## src/rtl/sr_latch_pkg.sv

```systemverilog
// Shared state encoding, phase counter width and phase length limits for the
// SR latch write controller (sr_latch_writer and sr_phase_timer).
package sr_latch_pkg;

    typedef enum logic [2:0] {
        IDLE,
        SETUP,
        PULSE,
        HOLD,
        CHECK
    } state_t;

    localparam int PHASE_W   = 4;
    localparam int PHASE_MIN = 1;
    localparam int PHASE_MAX = 15;

    // A phase of N cycles loads N-1; out-of-range lengths are clamped so the
    // counter can never wrap.
    function automatic logic [PHASE_W-1:0] phase_load(input int len);
        int clamped;
        clamped = len;
        if (clamped < PHASE_MIN) clamped = PHASE_MIN;
        if (clamped > PHASE_MAX) clamped = PHASE_MAX;
        return PHASE_W'(clamped - 1);
    endfunction

endpackage

```

## src/rtl/sr_phase_timer.sv

```systemverilog
// Loadable down-counter with a zero flag; times the SETUP, PULSE and HOLD
// phases of the latch write sequence.
module sr_phase_timer
    import sr_latch_pkg::*;
(
    input  logic               clk,
    input  logic               rst,
    input  logic               load,
    input  logic [PHASE_W-1:0] load_val,
    output logic               zero
);

    logic [PHASE_W-1:0] count;

    always_ff @(posedge clk or posedge rst) begin
        if (rst) begin
            count <= '0;
        end else if (load) begin
            count <= load_val;
        end else if (count != '0) begin
            count <= count - 1'b1;
        end
    end

    assign zero = (count == '0);

endmodule

```

## src/rtl/sr_latch_writer.sv

```systemverilog
// Write-side controller for a bank of gated SR latches: handshake in, per-bit
// S/R commands with a timed enable pulse out. Optional readback check is
// enabled by defining SR_LATCH_WRITER_VERIFY_EN.
module sr_latch_writer
    import sr_latch_pkg::*;
#(
    parameter int WIDTH     = 4,
    parameter int SETUP_CYC = 1,
    parameter int PULSE_CYC = 2,
    parameter int HOLD_CYC  = 1
) (
    input  logic             clk,
    input  logic             rst,
    input  logic             wr_valid,
    output logic             wr_ready,
    input  logic [WIDTH-1:0] wr_data,
    output logic [WIDTH-1:0] latch_s,
    output logic [WIDTH-1:0] latch_r,
    output logic             latch_en,
    input  logic [WIDTH-1:0] q_fb,
    output logic             done,
    output logic             err
);

    state_t             state;
    state_t             state_next;
    logic               armed;
    logic [WIDTH-1:0]   shadow;
    logic               shadow_valid;
    logic [WIDTH-1:0]   data_q;
    logic [WIDTH-1:0]   chg;
    logic               accept;
    logic               redundant;
    logic               hold_exit;
    logic               write_done;
    logic               timer_load;
    logic [PHASE_W-1:0] timer_val;
    logic               timer_zero;

    // armed keeps wr_ready low until the first edge after reset releases.
    assign wr_ready  = armed && (state == IDLE);
    assign accept    = wr_valid && wr_ready;
    assign chg       = shadow_valid ? (wr_data ^ shadow) : '1;
    assign redundant = accept && (chg == '0);

    sr_phase_timer u_timer (
        .clk      (clk),
        .rst      (rst),
        .load     (timer_load),
        .load_val (timer_val),
        .zero     (timer_zero)
    );

    always_ff @(posedge clk or posedge rst) begin
        if (rst) begin
            state <= IDLE;
        end else begin
            state <= state_next;
        end
    end

    always_comb begin
        state_next = state;
        timer_load = 1'b0;
        timer_val  = '0;
        hold_exit  = 1'b0;
        write_done = 1'b0;
        case (state)
            IDLE: begin
                if (accept && !redundant) begin
                    state_next = SETUP;
                    timer_load = 1'b1;
                    timer_val  = phase_load(SETUP_CYC);
                end
            end
            SETUP: begin
                if (timer_zero) begin
                    state_next = PULSE;
                    timer_load = 1'b1;
                    timer_val  = phase_load(PULSE_CYC);
                end
            end
            PULSE: begin
                if (timer_zero) begin
                    state_next = HOLD;
                    timer_load = 1'b1;
                    timer_val  = phase_load(HOLD_CYC);
                end
            end
            HOLD: begin
                if (timer_zero) begin
                    hold_exit = 1'b1;
`ifdef SR_LATCH_WRITER_VERIFY_EN
                    state_next = CHECK;
`else
                    state_next = IDLE;
                    write_done = 1'b1;
`endif
                end
            end
            CHECK: begin
                state_next = IDLE;
`ifdef SR_LATCH_WRITER_VERIFY_EN
                write_done = 1'b1;
`endif
            end
            default: begin
                state_next = IDLE;
            end
        endcase
    end

`ifdef SR_LATCH_WRITER_VERIFY_EN
    logic check_exit;
    logic mismatch;

    assign check_exit = (state == CHECK);
    assign mismatch   = (q_fb != shadow);
`else
    logic unused_q_fb;

    assign unused_q_fb = ^q_fb;
    assign err         = 1'b0;
`endif

    // latch_en is registered from the next state so the gate never glitches
    // on state decode; S/R are loaded on accept and dropped after HOLD.
    always_ff @(posedge clk or posedge rst) begin
        if (rst) begin
            armed        <= 1'b0;
            latch_s      <= '0;
            latch_r      <= '0;
            latch_en     <= 1'b0;
            done         <= 1'b0;
            shadow       <= '0;
            shadow_valid <= 1'b0;
            data_q       <= '0;
`ifdef SR_LATCH_WRITER_VERIFY_EN
            err          <= 1'b0;
`endif
        end else begin
            armed    <= 1'b1;
            done     <= redundant || write_done;
            latch_en <= (state_next == PULSE);
            if (accept && !redundant) begin
                data_q  <= wr_data;
                latch_s <= wr_data & chg;
                latch_r <= ~wr_data & chg;
            end else if (hold_exit) begin
                latch_s <= '0;
                latch_r <= '0;
            end
            if (hold_exit) begin
                shadow       <= data_q;
                shadow_valid <= 1'b1;
            end
`ifdef SR_LATCH_WRITER_VERIFY_EN
            err <= check_exit && mismatch;
            if (check_exit && mismatch) begin
                shadow_valid <= 1'b0;
            end
`endif
        end
    end

endmodule

```

## config.mk

```make
export PLATFORM = sky130hd
export DESIGN_NAME = sr_latch_writer
export DESIGN_NICKNAME = d
export VERILOG_FILES = /design/src/rtl/sr_latch_pkg.sv /design/src/rtl/sr_phase_timer.sv /design/src/rtl/sr_latch_writer.sv
export SDC_FILE = /design/constraint.sdc
export NUM_CORES = 1
export LEC_CHECK = 0
export BUFFER_PORTS_ARGS = -buffer_cell sky130_fd_sc_hd__buf_2
export CAP_MARGIN = 20
export CORE_AREA = 3 3 53 55
export DETAILED_ROUTE_END_ITERATION = 7
export DIE_AREA = 0 0 56 58
export GPL_ROUTABILITY_DRIVEN = 0
export PLACE_DENSITY_LB_ADDON = 0.15
export SLEW_MARGIN = 10
export SYNTH_ARGS = -nofsm -noshare
export SYNTH_HDL_FRONTEND = slang
export SYNTH_HIERARCHICAL = 1
export SYNTH_SLANG_ARGS = --single-unit
```

## constraint.sdc

```tcl
create_clock -name clk -period 2.6 [get_ports clk]
set_input_delay 0.52 -clock clk [delete_from_list [all_inputs] [get_ports clk]]
set_output_delay 0.52 -clock clk [all_outputs]
set_load 0.01 [all_outputs]
```

==> results.md <==
* Status: finished, final reports clean
* WL per Instance at 13.1 µm
* Post-route minimum period at ~2200 ps
* Crit path largest cell delay at 600 ps
* Worst r2r dst: u_timer/count[3]$_DFFE_PP0P_
* Worst slew margin at 0.420
* Net Sw Power at approximately 0.34 mW
* Max VDD drop at 0.587 mV
* Maximum clock rate at between 400 and 500 MHz
* CP max FO at 8
* Max clock buf depth at 2
* MaxCap Viol Count at 0
* Period utilization at 0.828
* Design area at 0.00144 mm²
* Reg area at 676 µm²
* Placement-stage cell area at 0.00142 mm²
* Clock Sink Count at 27
* CTS Buf Count at 3
* R2R cell count at 7
* First-pass GRT wire length at 3910 µm
* Worst EP arrival at 2370 ps
* EDFF count, synth at 0
* Crit. End Element: register
* Detailed placer's ending HPWL at approximately 1600 µm
* Endpoints failing setup at 0
* Nets at 146
* Unrepaired setup endpoints after global routing: false
* Port bufs at 17
* Antenna diodes at 0
* Final Hold Fails at 0
* Post-Route Utilization at 0.594
* GRT met2 Usage at 0.279
* Setup TNS at 0 ps
* Comb power frac at 0.312
* #FFs+latches synth at 27
* Grt met1 use at 0.180
* Starting Density at 0.530
* Setup CP Type: reg2reg
* Cell Int Power at 0.768 mW
* Clock Skews at 8.62 ps
* Root Driver: clkbuf_4
* Grt total ovfl at 0
* Die Ht at between 50 and 60 µm
* Routed Antenna Nets at 0
* TritonCTS clock tree: built
* Static Leak at 0.706 nW
* Syn-to-layout area delta at 11.9%
* Drt first pass iters at 4
* YS warnings at 6
* Ys async rst share at 1.00
* Hold Crit Class: in2async
* Post-Syn Area at 0.00129 mm²
* Sequential element share of the synthesized area at 0.524
* Hold-fix buffers, CTS at 0
* Met3 Resource Use GR at 0.0200
* Average cell area after synthesis at 11.7 µm²
* Largest net degree at the start of global routing at 24
* Clock-pin slew on the worst setup and hold paths at about 150 ps
* Via Count at between 800 and 900
* Post-route DRC at 0
* Count of cell types in the netlist at 33
* Layout cells sized above 1 at 0.353
* Crit path max-delay cell type: o21ai_0
* Row count at 18
* Most used flip-flop cell after synthesis: dfrtp_1
* Worst-path cell chain: inv_1, ha_1, nor3b_4, nand2b_1, o21ai_0, nor3_1, a221o_1
* Final Slew Violations at 0
* I/O pins at 23
* Initial antenna violation count at 0
* Footprint of the multi-input gates at between 500 and 600 µm²
* H-tree Lvls at 1
* Core area at 0.00243 mm²
* WHS at 52.1 ps
* Post-cts sizing count at 0
* Switching portion of total power at 0.308
* Vias in the first global route at 902
* Vias/cell at around 5.2
* Cells after DPL at 159
* Detailed Route WL at 2140 µm
* Post-Syn Instances at 110
* Post-CTS Setup Bufs at 0
* Clock share of power at 0.160
* CP startpoint kind: register
* Die X-Extent at 56 µm
* Die ar. at 0.00325 mm²
* Slew @ Worst Pin at 870 ps
* FILL cells at 214
* Seq pwr share at 0.527
* Reg2reg start: u_timer/count[0]$_DFFE_PP0P_
* Non-Filler Instances at between 150 and 200
* Initial DRC count at 40
* Power Dens Cells at 769 mW/mm²
* Critical Path RT at between 2000 and 3000 ps
* Skew-Pair Late Insertion Delay at 320 ps
* Reg2reg setup slack at 450 ps
* GRT Total Usage at 0.152
* GRT busiest layer: met2
==> worst max path at each step <==
stage,startpoint,cells past startpoint,slack [ps],to
6_report,u_timer/count[0]$_DFFE_PP0P_,7,450,u_timer/count[3]$_DFFE_PP0P_
5_1_grt,u_timer/count[0]$_DFFE_PP0P_,7,200,u_timer/count[3]$_DFFE_PP0P_
4_1_cts,u_timer/count[0]$_DFFE_PP0P_,7,410,u_timer/count[3]$_DFFE_PP0P_
3_5_place_dp,wr_data[1],7,440,u_timer/count[3]$_DFFE_PP0P_
3_3_place_gp,wr_data[1],7,470,u_timer/count[3]$_DFFE_PP0P_
2_1_floorplan,state[0]$_DFF_PP0_,8,520,u_timer/count[3]$_DFFE_PP0P_
==> layout by cell type (no fill, tap or decap), types with 2 or more instances in the layout <==
cell / count
dfrtp_1: 27
buf_2: 17
mux2_2: 10
nand2_1: 9
nor3_1: 7
a31o_2: 7
conb_1: 6
o21ai_0: 4
inv_1: 4
nor2b_1: 4
xor2_1: 3
xnor2_1: 3
and3_1: 3
nand2b_1: 3
clkbuf_4: 3
a21oi_1: 2
mux2i_1: 2
nor3b_1: 2
buf_4: 2
==> sequential cells by signal, summed over array words and instances, names as in the netlist, 3 cells and up <==
name	flops
shadow	4
u_timer/count	4
latch_s	4
state	3
data_q	4
latch_r	4
==> power groups by stage <==
stage                     clock network [mW]  logic (mW)  registers, mW
after floorplan                            0       0.246          0.601
after global placement                     0       0.340          0.590
after detailed placement                   0       0.353          0.597
after CTS                              0.190       0.355          0.587
after global routing                   0.207       0.392          0.601
final                                  0.178       0.347          0.585
==> cell usage after synthesis, drive strengths merged, types with 2 or more instances <==
cell | number | area (µm²)
mux2 | 10 | 113
mux2i | 2 | 20.0
inv | 4 | 15.0
nor2b | 4 | 25.0
conb | 2 | 7.51
a31o | 7 | 61.3
o21ai | 4 | 20.0
and3 | 3 | 18.8
buf | 2 | 18.8
a21oi | 2 | 10.0
nand2b | 3 | 18.8
and2 | 2 | 13.8
nor3 | 7 | 35.0
xor2 | 3 | 26.3
xnor2 | 3 | 26.3
nor3b | 3 | 33.8
dfrtp | 27 | 676
nand2 | 10 | 40.0
clkbuf | 2 | 7.51
==> through the flow <==
stage	setup slack, ps	power, mW
floorplan	516	0.847
global placement	475	0.931
detailed placement	439	0.950
CTS	407	1.13
global route	196	1.20
finish	448	1.11
==> critical path, delay by kind of cell, from the launching register on <==
| kind | cells | cell delay (ps) |
|---|---|---|
| AOI/OAI and AO/OA | 2 | 940 |
| and+or+nand+nor | 3 | 400 |
| buffers and inverters | 1 | 90 |
| adders and majority gates | 1 | 210 |
| DFF | 1 | 410 |
==> cells by family after synthesis <==
family	after synthesis	synth area share
xor+xnor	6	0.0407
mux	12	0.103
fa+ha+maj	1	0.00970
compound gates	16	0.0980
flops	27	0.524
other cells	2	0.00582
buf+inv	8	0.0320
simple gates	38	0.187
==> metal layers <==
metal / vias up / routed length (µm)
met3: 5 / 83
met4: 0 / 38
met5: - / 0
met2: 16 / 1070
li1: 421 / -
met1: 413 / 941
==> area by class of cell <==
| type | count | area share |
|---|---|---|
| multi-input cells | 79 | 0.407 |
| clock inverters | 1 | 0.00347 |
| inverters | 4 | 0.0104 |
| well taps | 30 | 0.0260 |
| flip-flops and latches | 27 | 0.468 |
| repair buffers | 19 | 0.0693 |
| clock buffers | 3 | 0.0156 |
Power figures use the tool's default switching activity.
